$ cat src/rtl/regfile_dump_reader.sv
// Walks a register-file address range and streams each (address, data) pair out.
// Output handshake: a word transfers at a posedge where OutValid && OutReady; OutAddr/OutData hold until then.
module regfile_dump_reader #(
  parameter int DATA_W   = 32,
  parameter int ADDR_W   = 5,
  parameter int NUM_REGS = 32
) (
  input  logic              CLK,
  input  logic              Reset,
  input  logic              Start,
  input  logic [ADDR_W-1:0] FirstReg,
  input  logic [ADDR_W-1:0] LastReg,
  output logic [ADDR_W-1:0] RdAddr,
  input  logic [DATA_W-1:0] RdData,
  output logic              OutValid,
  input  logic              OutReady,
  output logic [ADDR_W-1:0] OutAddr,
  output logic [DATA_W-1:0] OutData,
  output logic              Busy,
  output logic              Done,
  output logic [ADDR_W:0]   WordCount,
  output logic [1:0]        StateDbg
);

  typedef enum logic [1:0] {
    IDLE = 2'd0,
    READ = 2'd1,
    SEND = 2'd2,
    DONE = 2'd3
  } state_t;

  state_t state;
  state_t stateNext;

  logic [ADDR_W-1:0] cur;
  logic [ADDR_W-1:0] lastReg;
  logic [ADDR_W-1:0] curInc;
  logic              atLast;
  logic              accept;
  logic              capture;
  logic              wordTaken;

  // Address arithmetic wraps modulo NUM_REGS, which need not be a power of two.
  assign curInc = (cur == ADDR_W'(NUM_REGS - 1)) ? '0 : cur + 1'b1;
  assign atLast = (cur == lastReg);

  always_ff @(posedge CLK or posedge Reset) begin
    if (Reset) begin
      state <= IDLE;
    end else begin
      state <= stateNext;
    end
  end

  always_comb begin
    stateNext = state;
    accept    = 1'b0;
    capture   = 1'b0;
    wordTaken = 1'b0;
    case (state)
      IDLE: begin
        if (Start) begin
          accept    = 1'b1;
          stateNext = READ;
        end
      end
      READ: begin
        capture   = 1'b1;
        stateNext = SEND;
      end
      SEND: begin
        if (OutReady) begin
          wordTaken = 1'b1;
          stateNext = atLast ? DONE : READ;
        end
      end
      DONE: begin
        stateNext = IDLE;
      end
      default: begin
        stateNext = IDLE;
      end
    endcase
  end

  always_ff @(posedge CLK or posedge Reset) begin
    if (Reset) begin
      cur       <= '0;
      lastReg   <= '0;
      OutAddr   <= '0;
      OutData   <= '0;
      WordCount <= '0;
    end else begin
      if (accept) begin
        cur       <= FirstReg;
        lastReg   <= LastReg;
        WordCount <= '0;
      end
      if (capture) begin
        OutData <= RdData;
        OutAddr <= cur;
      end
      // cur stays on the last register once the range is exhausted.
      if (wordTaken) begin
        WordCount <= WordCount + 1'b1;
        if (!atLast) begin
          cur <= curInc;
        end
      end
    end
  end

  assign RdAddr   = cur;
  assign OutValid = (state == SEND);
  assign Busy     = (state != IDLE);
  assign Done     = (state == DONE);
  assign StateDbg = state;

endmodule

$ cat config.mk
export PLATFORM = sky130hd
export DESIGN_NAME = regfile_dump_reader
export DESIGN_NICKNAME = d
export VERILOG_FILES = /design/src/rtl/regfile_dump_reader.sv
export SDC_FILE = /design/constraint.sdc
export NUM_CORES = 1
export LEC_CHECK = 0
export ABC_AREA = 0
export CELL_PAD_IN_SITES_DETAIL_PLACEMENT = 0
export CELL_PAD_IN_SITES_GLOBAL_PLACEMENT = 2
export CORE_MARGIN = 2
export CORE_UTILIZATION = 24
export DETAILED_ROUTE_END_ITERATION = 10
export PLACE_DENSITY_LB_ADDON = 0.25
export SYNTH_ARGS = -nofsm -noshare
export SYNTH_HDL_FRONTEND = slang
export SYNTH_SLANG_ARGS = --single-unit
$ cat constraint.sdc
create_clock -name CLK -period 1.7 [get_ports CLK]
set_input_delay 0.34 -clock CLK [delete_from_list [all_inputs] [get_ports CLK]]
set_output_delay 0.34 -clock CLK [all_outputs]
set_load 0.02 [all_outputs]
==> results of run 1 <==
-- cells in the mapped netlist (all sizes together) --
cell and number:
dfrtp 55, mux2 38, nand2 28, o21ai 7
buf 6, nand3 6, xor2 5, inv 4
mux2i 4, nor2 4, ha 3, and2 2
nor2b 2, a21bo 1, a21oi 1, a22o 1
a2bb2oi 1, and2b 1, and3 1, nand2b 1
nand3b 1, nand4 1, nor3 1, o211ai 1
o22ai 1, o311ai 1, or2 1, or3b 1
-- routing by layer --
layer | vias to the layer above | track usage, % | part of all wire [%]
met3 | 4 | 2.33 | 4.9
met1 | 855 | 15.1 | 46
li1 | 847 | - | -
met5 | - | 0 | 0
met4 | 0 | 3.69 | 1.1
met2 | 57 | 17.5 | 48
-- power by group through the flow --
stage / logic (mW) / clock network [mW] / registers (mW)
floorplan: 1.40 / 0 / 2.99
global placement: 3.88 / 0 / 2.31
detailed placement: 3.91 / 0 / 2.32
CTS: 3.85 / 0.978 / 2.29
global route: 4.10 / 1.03 / 2.39
finish: 3.78 / 0.923 / 2.28
-- flip-flops by register name, summed over array words and instances (netlist names) --
register	count
WordCount	6
StateDbg	2
lastReg	5
OutAddr	5
RdAddr	5
OutData	32
-- cell type report --
type                       instances  area share, %
clock buffer                       6           2.22
clock inverter                     2           1.04
inverter                           4          0.403
multi-input combinational        114           24.6
sequential                        55           37.1
tap                              129           4.34
timing repair buffer             117           30.4
-- logic make-up (layout without fill, tap and decap cells) --
kind of cell,after synthesis,in the layout,synth area share (%)
DFF,55,55,59.2
and+or+nand+nor,50,50,10.4
muxes,42,42,20.3
AOI/OAI and AO/OA,14,14,4.68
buffers and inverters,10,129,1.94
xor gates and xnor gates,5,5,1.88
adders and majority gates,3,3,1.61
-- final timing paths --
check / endpoint / slack, ns
max: WordCount[5] / 0.08
min: OutAddr[0]$_DFFE_PP0N_ / 0.39
max reg2reg: RdAddr[3]$_DFF_PP0_ / 0.09
min reg2reg: lastReg[4]$_DFFE_PP0N_ / 0.50
max in group asynchronous: StateDbg[0]$_DFFE_PP0P_ / 1.10
min in group CLK: lastReg[4]$_DFFE_PP0N_ / 0.50
-- what timing repair did --
action | CTS | global route
gates resized for setup | 21 | 5
setup buffers | 1 | 0
cloned | 0 | 0
endpoints found under the setup margin | 13 | 8
==> parameters.txt, run 1 <==
Parameter                              Value

Critical path
  Maximum single-stage delay on the critical path    slightly above 0.6 ns
  Crit path from    WordCount[5]$_DFFE_PP0P_
  Critical path buffers and inverters    1
  Data arrival time of the critical path    1.28 ns
  Chain of cells forming the critical path    clkdlybuf4s50_1
  Data required time at the worst endpoint    1.36 ns
  Delay-heaviest family, CP    buffers and inverters
  Slowest stage cell on the critical path    sky130_fd_sc_hd__clkdlybuf4s50_1
  Max Fanout on Critical Path    3
  Crit. End Element    output port
  Register-to-Register Path Depth    7
  Critical path depth in cells    1
  Type of element launching the critical path    flop
  Type of the setup path with the least slack    reg -> out
  Crit Reg-Reg Startpoint    RdAddr[0]$_DFF_PP0_

Placement
  Routability-driven placement congestion ratio    0.733
  Number of buffers added on ports    just under 100
  Placed Instances    between 400 and 500
  Setup Slack @ Placement    -0.151 ns
  Hpwl dp    4210 um
  Cell area reported after detailed placement    3600 sq um

Detailed routing
  Total number of vias    roughly 1800
  Avg WL per Cell    12.9 um
  Antenna-violating nets left    0
  Length of the first detailed-routing pass in iterations    4
  Violation count after the first detailed-route iteration    24
  Final WL    about 5500 um
  Vias per std cell    between 4 and 5
  Count of unresolved DRC violations after routing    0

Global routing
  Largest net degree at the start of global routing    40
  Total overflow reported by the global router    0
  Number of antenna violations at the first check in global routing    0
  Global-route wire length before repair    ~8900 um
  Gr usage total    11.1%
  Via count of the first global-routing pass    1754

Clocking
  Clk pin slew, worst setup/hold paths    0.11 ns
  Clock Sinks    55
  Buffers from clock root to sink, at most    2
  Clock tree from TritonCTS    done
  Root buffer selected by CTS    sky130_fd_sc_hd__clkbuf_8
  Deepest level of the CTS H-tree    2
  TritonCTS buffer count    5
  Clock insertion delay at the later pin of the skew report    around 0.31 ns
  Count of hold-fix buffers inserted at cts    0

Layout
  Core Util, Final    between 30% and 40%
  Most common cell after layout, fill and taps aside    sky130_fd_sc_hd__clkdlybuf4s50_1
  Post-route non-filler standard cell count    approximately 430
  Synth-to-Final Area Change    60.0%
  Net count of the finished layout    roughly 350
  Multi-input gate area in the final layout    between 900 and 1000 sq um
  Fillers    959
  Post-route standard cell area excluding fillers    ~3700 sq um
  Antenna Diode Count    0
  Sequential cell area    between 1000 and 1500 sq um
  Fraction of final layout cells sized beyond drive strength 1    27.2%
  Top library cells by usage in the layout, fill and taps aside    sky130_fd_sc_hd__clkdlybuf4s50_1 (83), sky130_fd_sc_hd__dfrtp_1 (53), sky130_fd_sc_hd__mux2_2 (37)

Power
  Tot Pwr    ~7 mW
  Relative contribution of combinational cells to total power    between 50% and 60%
  Sequential fraction of design power    between 30% and 40%
  Total power density per cell area    ~1900 nW/um^2
  Power share of the clock group    13.2%
  VDD IR max    about 0.00064 V
  Cell internal pwr    around 4.4 mW
  Switching power of the nets    around 2.6 mW
  Net switching share of the total power    between 30% and 40%
  Pleak    1.68 nW

Synth
  Synth Net Count    about 230
  Average footprint of a synthesized cell    between 10 and 15 sq um
  Dominant cells by area after synthesis    sky130_fd_sc_hd__dfrtp_1 (59%), sky130_fd_sc_hd__mux2_2 (18%), sky130_fd_sc_hd__nand2_1 (4.5%)
  Share of the synthesized area in the top cell type    between 50% and 60%
  Sequential fraction of the synthesis area    59.2%
  Yosys synthesis warning count    0
  Post-synthesis sequential element count    between 50 and 60
  Post-synth top area cell    sky130_fd_sc_hd__dfrtp_1
  Netlist Area Pre-Place    approximately 2300 sq um
  Synthesized instance count    about 180
  Yosys cell types    30

STA
  Max Transition Viols Final    0
  Final number of hold-violating endpoints    0
  FMAX    around 620 MHz
  Fin crit period    1.62 ns
  Max Clock Skew    between 0.015 and 0.02 ns
  Total negative slack for setup checks    0 ns
  Final worst setup slack    approximately 0.078 ns
  Setup violation total in the final timing report    0
  Unrepaired setup endpoints after global routing    no
  Hold WS    0.387 ns
  Worst max-slew margin expressed relative to the limit    roughly four fifths
  Share of the clock period used by the worst path    between 90% and 100%
  Actual slew at the worst max-slew pin    approximately 0.3 ns

Die
  Initial cell density of the core    between 20% and 30%
  Total die area    10500 sq um
  Total I/O pin count    99
  Die Ht    102 um
  Core outline area    9330 sq um
  Std-Cell Rows    35
  Die extent in x    between 100 and 150 um

Flow run
  Max-cap violations    0

Hold path
  Path category of the worst min-delay check    in -> async

Outcome
  Result of the run    completed
No activity file was read; power rests on OpenSTA's default activity.
==> run 2, diff against run 1 <==
SLEW_MARGIN = 10   (was unset)
==> results of run 2 <==
Final layout, timing and power as in run 1 (identical DEF).
